==> src/rtl/dmem_arbiter_if.sv <==
// Bus bundle between the data-cache arbiter, its three requesters and the cache port.
// slave = arbiter side, master = requester/cache side.
interface dmem_arbiter_if #(
    parameter int ADDR_W = 4,
    parameter int DATA_W = 8
);
    logic              ld_req_in;
    logic [ADDR_W-1:0] ld_addr_in;
    logic [DATA_W-1:0] ld_data_in;
    logic              ld_gnt_out;

    logic              core_req_in;
    logic              core_we_in;
    logic [ADDR_W-1:0] core_addr_in;
    logic [DATA_W-1:0] core_data_in;
    logic              core_gnt_out;

    logic              rb_req_in;
    logic [ADDR_W-1:0] rb_addr_in;
    logic              rb_gnt_out;

    logic [DATA_W-1:0] rdata_out;
    logic              core_rvalid_out;
    logic              rb_rvalid_out;

    logic [ADDR_W-1:0] mem_addr_out;
    logic [DATA_W-1:0] mem_data_out;
    logic              mem_wen_out;
    logic [DATA_W-1:0] mem_data_in;
    logic              busy_out;

    modport slave (
        input  ld_req_in, ld_addr_in, ld_data_in,
        input  core_req_in, core_we_in, core_addr_in, core_data_in,
        input  rb_req_in, rb_addr_in,
        input  mem_data_in,
        output ld_gnt_out, core_gnt_out, rb_gnt_out,
        output rdata_out, core_rvalid_out, rb_rvalid_out,
        output mem_addr_out, mem_data_out, mem_wen_out, busy_out
    );

    modport master (
        output ld_req_in, ld_addr_in, ld_data_in,
        output core_req_in, core_we_in, core_addr_in, core_data_in,
        output rb_req_in, rb_addr_in,
        output mem_data_in,
        input  ld_gnt_out, core_gnt_out, rb_gnt_out,
        input  rdata_out, core_rvalid_out, rb_rvalid_out,
        input  mem_addr_out, mem_data_out, mem_wen_out, busy_out
    );
endinterface

==> src/rtl/dmem_arbiter.sv <==
// Three-way arbiter (loader > core > readback) for the single-port data cache.
// Optional macro DMEM_ARB_STARVE_EN promotes a starved readback requester.
//
// state     | meaning
// ----------+----------------------------------------------
// OWN_NONE  | IDLE: no access this cycle
// OWN_LD    | GRANT: loader write drives the cache port
// OWN_CORE  | GRANT: core read or write drives the cache port
// OWN_RB    | GRANT: readback read drives the cache port
module dmem_arbiter #(
    parameter int ADDR_W     = 4,
    parameter int DATA_W     = 8,
    parameter int STARVE_LIM = 4
) (
    input  logic           clk,
    input  logic           rst,
    dmem_arbiter_if.slave  bus
);
    typedef enum logic [1:0] {
        OWN_NONE = 2'd0,
        OWN_LD   = 2'd1,
        OWN_CORE = 2'd2,
        OWN_RB   = 2'd3
    } owner_e;

    owner_e            owner_q, owner_d;
    logic              ld_elig, core_elig, rb_elig, rb_promote;
    logic              active, read_cap;
    logic              ld_gnt, core_gnt, rb_gnt, mem_wen;
    logic [ADDR_W-1:0] mem_addr, addr_hold_q, addr_hold_d;
    logic [DATA_W-1:0] mem_data, data_hold_q, data_hold_d;
    logic [DATA_W-1:0] rdata_q, rdata_d;
    logic              core_rvalid_q, core_rvalid_d, rb_rvalid_q, rb_rvalid_d;

    // A requester sits out the arbitration during its own grant cycle.
    assign ld_elig   = bus.ld_req_in   && (owner_q != OWN_LD);
    assign core_elig = bus.core_req_in && (owner_q != OWN_CORE);
    assign rb_elig   = bus.rb_req_in   && (owner_q != OWN_RB);

`ifdef DMEM_ARB_STARVE_EN
    localparam logic [3:0] STARVE_LIM_C = 4'(STARVE_LIM);
    logic [3:0] rb_wait_q, rb_wait_d;

    assign rb_promote = rb_elig && (rb_wait_q >= STARVE_LIM_C);

    always_comb begin
        rb_wait_d = rb_wait_q;
        if (!bus.rb_req_in || (owner_d == OWN_RB)) begin
            rb_wait_d = '0;
        end else if (rb_elig && (rb_wait_q != 4'hF)) begin
            rb_wait_d = rb_wait_q + 4'd1;
        end
    end

    always_ff @(posedge clk) begin
        if (rst) begin
            rb_wait_q <= '0;
        end else begin
            rb_wait_q <= rb_wait_d;
        end
    end
`else
    assign rb_promote = 1'b0;
`endif

    always_ff @(posedge clk) begin
        if (rst) begin
            owner_q <= OWN_NONE;
        end else begin
            owner_q <= owner_d;
        end
    end

    always_comb begin
        owner_d = OWN_NONE;
        if (rb_promote) begin
            owner_d = OWN_RB;
        end else if (ld_elig) begin
            owner_d = OWN_LD;
        end else if (core_elig) begin
            owner_d = OWN_CORE;
        end else if (rb_elig) begin
            owner_d = OWN_RB;
        end
    end

    // Reset in a grant cycle kills the access so nothing is committed.
    always_comb begin
        active   = (owner_q != OWN_NONE) && !rst;
        ld_gnt   = active && (owner_q == OWN_LD);
        core_gnt = active && (owner_q == OWN_CORE);
        rb_gnt   = active && (owner_q == OWN_RB);
        mem_addr = addr_hold_q;
        mem_data = data_hold_q;
        mem_wen  = 1'b0;
        read_cap = 1'b0;
        if (active) begin
            case (owner_q)
                OWN_LD: begin
                    mem_addr = bus.ld_addr_in;
                    mem_data = bus.ld_data_in;
                    mem_wen  = 1'b1;
                end
                OWN_CORE: begin
                    mem_addr = bus.core_addr_in;
                    mem_data = bus.core_data_in;
                    mem_wen  = bus.core_we_in;
                    read_cap = !bus.core_we_in;
                end
                OWN_RB: begin
                    mem_addr = bus.rb_addr_in;
                    read_cap = 1'b1;
                end
                default: ;
            endcase
        end
    end

    always_comb begin
        addr_hold_d   = mem_addr;
        data_hold_d   = mem_data;
        rdata_d       = read_cap ? bus.mem_data_in : rdata_q;
        core_rvalid_d = core_gnt && !bus.core_we_in;
        rb_rvalid_d   = rb_gnt;
    end

    always_ff @(posedge clk) begin
        if (rst) begin
            addr_hold_q   <= '0;
            data_hold_q   <= '0;
            rdata_q       <= '0;
            core_rvalid_q <= 1'b0;
            rb_rvalid_q   <= 1'b0;
        end else begin
            addr_hold_q   <= addr_hold_d;
            data_hold_q   <= data_hold_d;
            rdata_q       <= rdata_d;
            core_rvalid_q <= core_rvalid_d;
            rb_rvalid_q   <= rb_rvalid_d;
        end
    end

    assign bus.ld_gnt_out      = ld_gnt;
    assign bus.core_gnt_out    = core_gnt;
    assign bus.rb_gnt_out      = rb_gnt;
    assign bus.busy_out        = active;
    assign bus.mem_addr_out    = mem_addr;
    assign bus.mem_data_out    = mem_data;
    assign bus.mem_wen_out     = mem_wen;
    assign bus.rdata_out       = rdata_q;
    assign bus.core_rvalid_out = core_rvalid_q;
    assign bus.rb_rvalid_out   = rb_rvalid_q;
endmodule

==> src/flat_wrapper.sv <==
// flat-port wrapper written by rule: the top's interface ports become plain ports
module dmem_arbiter_flat 
#(
    parameter int ADDR_W     = 4,
    parameter int DATA_W     = 8,
    parameter int STARVE_LIM = 4
)
  (clk, rst, bus_ld_req_in, bus_ld_addr_in, bus_ld_data_in, bus_core_req_in, bus_core_we_in, bus_core_addr_in, bus_core_data_in, bus_rb_req_in, bus_rb_addr_in, bus_mem_data_in, bus_ld_gnt_out, bus_core_gnt_out, bus_rb_gnt_out, bus_rdata_out, bus_core_rvalid_out, bus_rb_rvalid_out, bus_mem_addr_out, bus_mem_data_out, bus_mem_wen_out, bus_busy_out);
  dmem_arbiter_if #(.ADDR_W(ADDR_W), .DATA_W(DATA_W)) bus_i ();
  input  logic clk;
  input  logic rst;
  input wire logic [$bits(bus_i.ld_req_in)-1:0] bus_ld_req_in;
  input wire logic [$bits(bus_i.ld_addr_in)-1:0] bus_ld_addr_in;
  input wire logic [$bits(bus_i.ld_data_in)-1:0] bus_ld_data_in;
  input wire logic [$bits(bus_i.core_req_in)-1:0] bus_core_req_in;
  input wire logic [$bits(bus_i.core_we_in)-1:0] bus_core_we_in;
  input wire logic [$bits(bus_i.core_addr_in)-1:0] bus_core_addr_in;
  input wire logic [$bits(bus_i.core_data_in)-1:0] bus_core_data_in;
  input wire logic [$bits(bus_i.rb_req_in)-1:0] bus_rb_req_in;
  input wire logic [$bits(bus_i.rb_addr_in)-1:0] bus_rb_addr_in;
  input wire logic [$bits(bus_i.mem_data_in)-1:0] bus_mem_data_in;
  output wire logic [$bits(bus_i.ld_gnt_out)-1:0] bus_ld_gnt_out;
  output wire logic [$bits(bus_i.core_gnt_out)-1:0] bus_core_gnt_out;
  output wire logic [$bits(bus_i.rb_gnt_out)-1:0] bus_rb_gnt_out;
  output wire logic [$bits(bus_i.rdata_out)-1:0] bus_rdata_out;
  output wire logic [$bits(bus_i.core_rvalid_out)-1:0] bus_core_rvalid_out;
  output wire logic [$bits(bus_i.rb_rvalid_out)-1:0] bus_rb_rvalid_out;
  output wire logic [$bits(bus_i.mem_addr_out)-1:0] bus_mem_addr_out;
  output wire logic [$bits(bus_i.mem_data_out)-1:0] bus_mem_data_out;
  output wire logic [$bits(bus_i.mem_wen_out)-1:0] bus_mem_wen_out;
  output wire logic [$bits(bus_i.busy_out)-1:0] bus_busy_out;
  assign bus_i.ld_req_in = bus_ld_req_in;
  assign bus_i.ld_addr_in = bus_ld_addr_in;
  assign bus_i.ld_data_in = bus_ld_data_in;
  assign bus_i.core_req_in = bus_core_req_in;
  assign bus_i.core_we_in = bus_core_we_in;
  assign bus_i.core_addr_in = bus_core_addr_in;
  assign bus_i.core_data_in = bus_core_data_in;
  assign bus_i.rb_req_in = bus_rb_req_in;
  assign bus_i.rb_addr_in = bus_rb_addr_in;
  assign bus_i.mem_data_in = bus_mem_data_in;
  assign bus_ld_gnt_out = bus_i.ld_gnt_out;
  assign bus_core_gnt_out = bus_i.core_gnt_out;
  assign bus_rb_gnt_out = bus_i.rb_gnt_out;
  assign bus_rdata_out = bus_i.rdata_out;
  assign bus_core_rvalid_out = bus_i.core_rvalid_out;
  assign bus_rb_rvalid_out = bus_i.rb_rvalid_out;
  assign bus_mem_addr_out = bus_i.mem_addr_out;
  assign bus_mem_data_out = bus_i.mem_data_out;
  assign bus_mem_wen_out = bus_i.mem_wen_out;
  assign bus_busy_out = bus_i.busy_out;
  dmem_arbiter #(.ADDR_W(ADDR_W), .DATA_W(DATA_W), .STARVE_LIM(STARVE_LIM)) u_core (.clk(clk), .rst(rst), .bus(bus_i));
endmodule
==> config.mk <==
export PLATFORM = sky130hd
export DESIGN_NAME = dmem_arbiter_flat
export DESIGN_NICKNAME = d
export VERILOG_FILES = /design/src/rtl/dmem_arbiter_if.sv /design/src/rtl/dmem_arbiter.sv /design/src/flat_wrapper.sv
export SDC_FILE = /design/constraint.sdc
export NUM_CORES = 1
export LEC_CHECK = 0
export CELL_PAD_IN_SITES_DETAIL_PLACEMENT = 0
export CELL_PAD_IN_SITES_GLOBAL_PLACEMENT = 1
export CORE_UTILIZATION = 27
export DETAILED_ROUTE_END_ITERATION = 16
export PLACE_DENSITY = 0.78
export SLEW_MARGIN = 20
export SYNTH_ARGS = -nofsm -noshare
export SYNTH_HDL_FRONTEND = slang
export SYNTH_SLANG_ARGS = --single-unit
==> constraint.sdc <==
create_clock -name clk -period 1.8 [get_ports clk]
set_input_delay 0.36 -clock clk [delete_from_list [all_inputs] [get_ports clk]]
set_output_delay 0.36 -clock clk [all_outputs]
set_load 0.02 [all_outputs]
==> results of run 1 <==
flip-flops by register name, summed over array words and instances (netlist names):
register and cells:
u_core.bus.rdata_out 8, u_core.addr_hold_q 4, u_core.data_hold_q 8, u_core.bus.rb_rvalid_out 1, u_core.bus.core_rvalid_out 1, u_core.owner_q 2
per-stage QoR:
| step | setup slack, ns | cells |
|---|---|---|
| final | -0.290 | 300 |
| after global routing | -0.352 | 300 |
| after floorplan | -0.0443 | 130 |
| after CTS | -0.268 | 299 |
| after detailed placement | -0.658 | 276 |
| after global placement | -0.612 | 276 |
power groups by stage:
stage	Sequential, mW	Combinational [mW]	Clock [mW]
2_1_floorplan	0.589	0.221	0
3_3_place_gp	0.582	0.533	0
3_5_place_dp	0.583	0.545	0
4_1_cts	0.574	0.612	0.376
5_1_grt	0.579	0.718	0.406
6_report	0.576	0.674	0.369
path summary, 6_finish.rpt:
kind / from / end / slack [ns] / depth (start not counted)
setup / recovery: u_core.owner_q[0]$_SDFF_PP0_ / bus_mem_data_out[1] / -0.29 / 7
hold / removal: u_core.addr_hold_q[3]$_SDFF_PP0_ / u_core.addr_hold_q[3]$_SDFF_PP0_ / 0.55 / 3
setup reg to reg: u_core.owner_q[1]$_SDFF_PP0_ / u_core.addr_hold_q[1]$_SDFF_PP0_ / -0.28 / 13
hold reg to reg: u_core.addr_hold_q[3]$_SDFF_PP0_ / u_core.addr_hold_q[3]$_SDFF_PP0_ / 0.55 / 3
critical path: stages, from the launching register on:
cell	delay, ns
dfxtp_4	0.40
inv_6	0.05
ha_4	0.25
nor3b_4	0.23
buf_4	0.18
buf_16	0.12
a21oi_1	0.06
buf_4	0.16
logic make-up after synthesis:
family / share of synthesized area
AOI/OAI and AO/OA: 0.242
and+or+nand+nor: 0.179
adders and majority gates: 0.0517
DFF: 0.397
muxes: 0.0745
buffers and inverters: 0.0558
synthesized netlist by cell type, types with 4 or more instances:
library cell | instances | area [um^2]
dfxtp_1 | 24 | 480
ha_1 | 5 | 62.6
nand2_1 | 5 | 18.8
mux2_2 | 8 | 90.1
o21a_1 | 4 | 30.0
nor2b_1 | 12 | 75.1
a22oi_1 | 8 | 60.1
a211oi_1 | 6 | 45.0
nor2_1 | 15 | 56.3
a21oi_1 | 13 | 65.1
buf_2 | 6 | 30.0
a222oi_1 | 4 | 40.0
area by class of cell:
type                    instances  area share
flip-flops and latches         24       0.188
repair buffers                125       0.464
inverters                       3     0.00724
well taps                      50      0.0241
multi-input cells              94       0.296
clock buffers                   4      0.0212
repair_timing:
item	in CTS	in global routing
buffers inserted	19	4
resized for setup	103	33
cloned	2	0
endpoints found under the setup margin	17	18
pin swaps	8	13
metal layers:
layer | routed length, um | share of wire | up-vias | track usage
met2 | 2510 | 0.54 | 50 | 0.394
met3 | 318 | 0.068 | 9 | 0.0493
met4 | 62 | 0.013 | 0 | 0.0383
met1 | 1790 | 0.38 | 688 | 0.208
li1 | - | - | 705 | -
met5 | 0 | 0 | - | 0
==> key figures, run 1 <==
Power and ir drop
  • Power Density: between 600 and 700 nW/um^2
  • Switching Share: 0.292
  • Static leakage: 1.07 nW
  • Clock network fraction of design power: 0.228
  • Logic pwr share: 0.416
  • Reg power frac: 0.356
  • Net switching power: 0.473 mW
  • Total chip power: between 1.5 and 2 mW
  • Int Power: 1.15 mW
  • Worst vdd ir: ~0.38 mV

Detailed routing
  • DR pass1 iterations: 7
  • Vias/cell: 4.84
  • ANT nets after route: 0
  • Initial drt markers: 77
  • WL/cell: 15.6 um
  • # DRC: 0
  • WL final: around 4700 um
  • Vias: roughly 1500

Worst hold path
  • Hold/Removal Path Class: flop to flop

Timing
  • Final count of negative-setup-slack endpoints: 18
  • Slew Limit Fails: 0
  • Slew margin rel.: 0.727
  • Fin crit share: 1.16
  • Least-Margin Pin Slew: just over 0.4 ns
  • RSZ-0062 raised after global routing: yes
  • Fmax: around 0.48 GHz
  • Final hold violation count: 0
  • Final clock skew: about 0.0019 ns
  • Hold Slack: between 0.5 and 0.6 ns
  • Min cycle time layout: approximately 2.1 ns
  • Setup TNS: -3.60 ns
  • Setup slack after layout: -0.290 ns

Global route
  • Vias in the first global route: ~1500
  • First-pass GRT wire length: a little under 7000 um
  • Largest net degree at the start of global routing: 17
  • Total GRT Usage: 0.199
  • Remaining Overflow, GRT: 0
  • Initial antenna violation count: 0

Die
  • Cell row count: 23
  • Die width: 68.9 um
  • I/O pin count: 69
  • Die area: roughly 4800 um^2
  • Initial Util: 0.292
  • Core ar.: approximately 4100 um^2
  • Die height: approximately 69 um

Yosys
  • #FFs+latches synth: 24
  • Synthesized area per cell: about 9.3 um^2
  • Synth Net Count: 177
  • Register area share after synthesis: 0.397
  • Distinct cells, synth: 23
  • Synth warn: 0
  • Post-synth top flop: dfxtp_1
  • Post-Syn Area: 1210 um^2
  • Mapped Cells: between 100 and 150
  • Post-synth ARST share: 0
  • Number of synthesized flops with an enable pin: 0

Setup path
  • Arrival time at the worst endpoint: 1.73 ns
  • Critical path required time: approximately 1.4 ns
  • Critical path class: flop to primary output
  • CP Launch Type: flop
  • Endpoint class of the critical path: primary output
  • Max FO, Critical Path: 10

Clock network
  • Clock root cell: clkbuf_8
  • Total CTS buffers: 3
  • Maximum buffer depth of the clock tree: 2
  • Hold Buf Count CTS: 0
  • Worst-path clk slew: approximately 0.08 ns
  • Insertion delay to the later sink of the worst-skew pair: ~0.27 ns
  • Clock sinks: 24
  • CTS tree: done
  • H-tree Lvls: 1

Placement
  • PortBufs: between 60 and 70
  • Cell area after placement: around 2200 um^2
  • Post-DP HPWL: slightly above 3000 um
  • Gpl congestion: between 0.7 and 0.8

Cells and area
  • # nets final: ~300
  • Layout cells sized above 1: 0.448
  • Design Area, Final: 2590 um^2
  • Multi-input logic area: around 770 um^2
  • Commonest cells after routing, fill and taps aside: clkdlybuf4s50_1 (50), buf_4 (42), buf_6 (24)
  • Most common cell after layout, fill and taps aside: clkdlybuf4s50_1
  • Util after Layout: 0.626
  • Layout area overhead: 114%
  • Storage cell area: slightly below 500 um^2
  • ANT cells: 0
  • Fill cell count: about 350

Outcome
  • Status: finished with violations
  • Violated checks: setup timing

Run
  • Max-cap violation count: 0
(Power assumes the default switching activity.)
==> inputs of run 2 (changes only) <==
--- a/config.mk
+++ b/config.mk
@@ -5,8 +5,10 @@
 export SDC_FILE = /design/constraint.sdc
 export NUM_CORES = 1
 export LEC_CHECK = 0
+export CAP_MARGIN = 10
 export CELL_PAD_IN_SITES_DETAIL_PLACEMENT = 0
 export CELL_PAD_IN_SITES_GLOBAL_PLACEMENT = 1
+export CORE_ASPECT_RATIO = 0.5
 export CORE_UTILIZATION = 27
 export DETAILED_ROUTE_END_ITERATION = 16
 export PLACE_DENSITY = 0.78
==> key figures, run 2 (synthesized netlist as in run 1, its figures left out) <==
Detailed routing
  • Vias/cell: 4.72 (-2.4%)
  • Vias: 1417 (-2.4%)
  • WL/cell: 14.1 um (-9.5%)
  • Initial drt markers: 23 (-70%)
  • # DRC: 0 (unchanged)
  • ANT nets after route: 0 (unchanged)
  • WL final: 4240 um (-9.5%)
  • DR pass1 iterations: 6 (-1)

Placement
  • Gpl congestion: 0.689 (-12%)
  • Placed Cells: 279 (+1.1%)
  • PortBufs: 68 (unchanged)
  • Post-DP HPWL: 2730 um (-12%)

Timing
  • RSZ-0062 raised after global routing: yes
  • Setup slack after layout: -0.327 ns (-0.0368 ns)
  • Final hold violation count: 0 (unchanged)
  • Slew Limit Fails: 0 (unchanged)
  • Least-Margin Pin Slew: 0.443 ns (+0.0339 ns)
  • Slew margin rel.: 0.705 (-0.0226)
  • Fmax: 0.470 GHz (-1.7%)
  • Fin crit share: 1.18 (+0.0204)
  • Min cycle time layout: 2.13 ns (+0.0368 ns)
  • Final clock skew: 0.00505 ns (+0.00316 ns)
  • Setup TNS: -3.85 ns (-0.253 ns)
  • Final count of negative-setup-slack endpoints: 16 (-2)

Run
  • Max-cap violation count: 0 (unchanged)

Setup path
  • Arrival time at the worst endpoint: 1.77 ns (+0.04 ns)
  • Critical path class: flop to primary output
  • Max FO, Critical Path: 5 (-5)
  • CP Launch Type: flop
  • Endpoint class of the critical path: primary output
  • Critical path required time: 1.44 ns (about the same)
  • FF-to-FF setup slack: -0.14 ns (+0.14 ns)

Global route
  • Total GRT Usage: 0.174 (-0.0248)
  • First-pass GRT wire length: 6570 um (-5.6%)
  • Vias in the first global route: 1357 (-12%)
  • Remaining Overflow, GRT: 0 (unchanged)
  • Initial antenna violation count: 0 (unchanged)
  • Largest net degree at the start of global routing: 15 (-2)

Die
  • Die width: 96.7 um (+40%)
  • Cell row count: 16 (-30%)
  • I/O pin count: 69 (unchanged)
  • Die height: 49.3 um (-28%)
  • Core ar.: 4080 um^2 (-1.4%)
  • Initial Util: 0.296 (+0.00429)
  • Die area: 4770 um^2 (+0.35%)

Cells and area
  • Layout cells sized above 1: 0.467 (+0.0195)
  • Most common cell after layout, fill and taps aside: clkdlybuf4s50_1
  • # nets final: 295 (-1.0%)
  • ANT cells: 0 (unchanged)
  • Util after Layout: 0.624 (-0.00182)
  • Commonest cells after routing, fill and taps aside: clkdlybuf4s50_1 (50), buf_4 (45), dfxtp_1 (22)
  • Post-route insts no fill: 300 (unchanged)
  • Fill cell count: 342 (-1.2%)
  • Layout area overhead: 111%

Clock network
  • Insertion delay to the later sink of the worst-skew pair: 0.27 ns (about the same)
  • Maximum buffer depth of the clock tree: 2 (unchanged)
  • Hold Buf Count CTS: 0 (unchanged)
  • H-tree Lvls: 1 (unchanged)
  • Total CTS buffers: 3 (unchanged)
  • Worst-path clk slew: 0.09 ns (about the same)
  • Clock root cell: clkbuf_8
  • CTS tree: done
  • Clock sinks: 24 (unchanged)

Power and ir drop
  • Power Density: 610 nW/um^2 (-2.2%)
  • Static leakage: 1.04 nW (-2.8%)
  • Total chip power: 1.56 mW (-3.9%)
  • Worst vdd ir: 0.311 mV (-17%)

Outcome
  • Status: finished with violations
  • Violated checks: setup timing

Worst hold path
  • Hold/Removal Path Class: flop to flop
-- run 2: per-layer routing --
layer | up-vias | GRT usage | wire length, um
met5 | - | 0 | 0
met2 | 19 | 0.311 | 2150
met4 | 0 | 0.0473 | 44
li1 | 701 | - | -
met3 | 5 | 0.0401 | 116
met1 | 692 | 0.212 | 1930
-- run 2: final cells by class --
type                       count  area [um^2]  area share
timing repair buffer         122         1140       0.449
multi-input combinational     94          798       0.313
sequential                    24          483       0.189
tap                           54         67.6      0.0265
clock buffer                   3         41.3      0.0162
inverter                       3         13.8     0.00540
-- run 2: repair_timing --
action                                  in CTS  in global routing
pin swaps                                    9                 11
resized for setup                          102                 33
endpoints found under the setup margin      17                 27
buffers inserted                            20                  6
cloned                                       1                  1
-- run 2: final timing paths --
check,from,endpoint,depth (start not counted)
setup / recovery,u_core.owner_q[0]$_SDFF_PP0_,bus_mem_data_out[3],8
setup reg to reg,u_core.owner_q[1]$_SDFF_PP0_,u_core.addr_hold_q[1]$_SDFF_PP0_,12
hold / removal,u_core.addr_hold_q[0]$_SDFF_PP0_,u_core.addr_hold_q[0]$_SDFF_PP0_,3
hold reg to reg,u_core.addr_hold_q[0]$_SDFF_PP0_,u_core.addr_hold_q[0]$_SDFF_PP0_,3
-- run 2: stage by stage --
stage / hold WS (ns) / area [um^2] / setup slack (ns)
after floorplan: 0.432 / 1220 / -0.0443
after global placement: 0.519 / 2200 / -0.653
after detailed placement: 0.532 / 2200 / -0.681
after CTS: 0.545 / 2440 / -0.317
after global routing: 0.569 / 2550 / -0.388
final: 0.552 / 2550 / -0.327
-- run 2: worst max-delay path, stage by stage, from the launching register on --
cell and delay [ns]:
dfxtp_2 0.37, inv_4 0.06, ha_4 0.26, nor3b_4 0.21
buf_4 0.16, clkbuf_16 0.13, nor2_1 0.04, a21oi_1 0.11
buf_4 0.16
-- run 2: power breakdown --
group          total, mW  internal (mW)  switching (mW)  leakage (nW)
clock              0.333          0.150           0.182        0.0216
sequential         0.574          0.559          0.0147         0.196
combinational      0.649          0.373           0.276         0.822
total               1.56           1.08           0.473          1.04
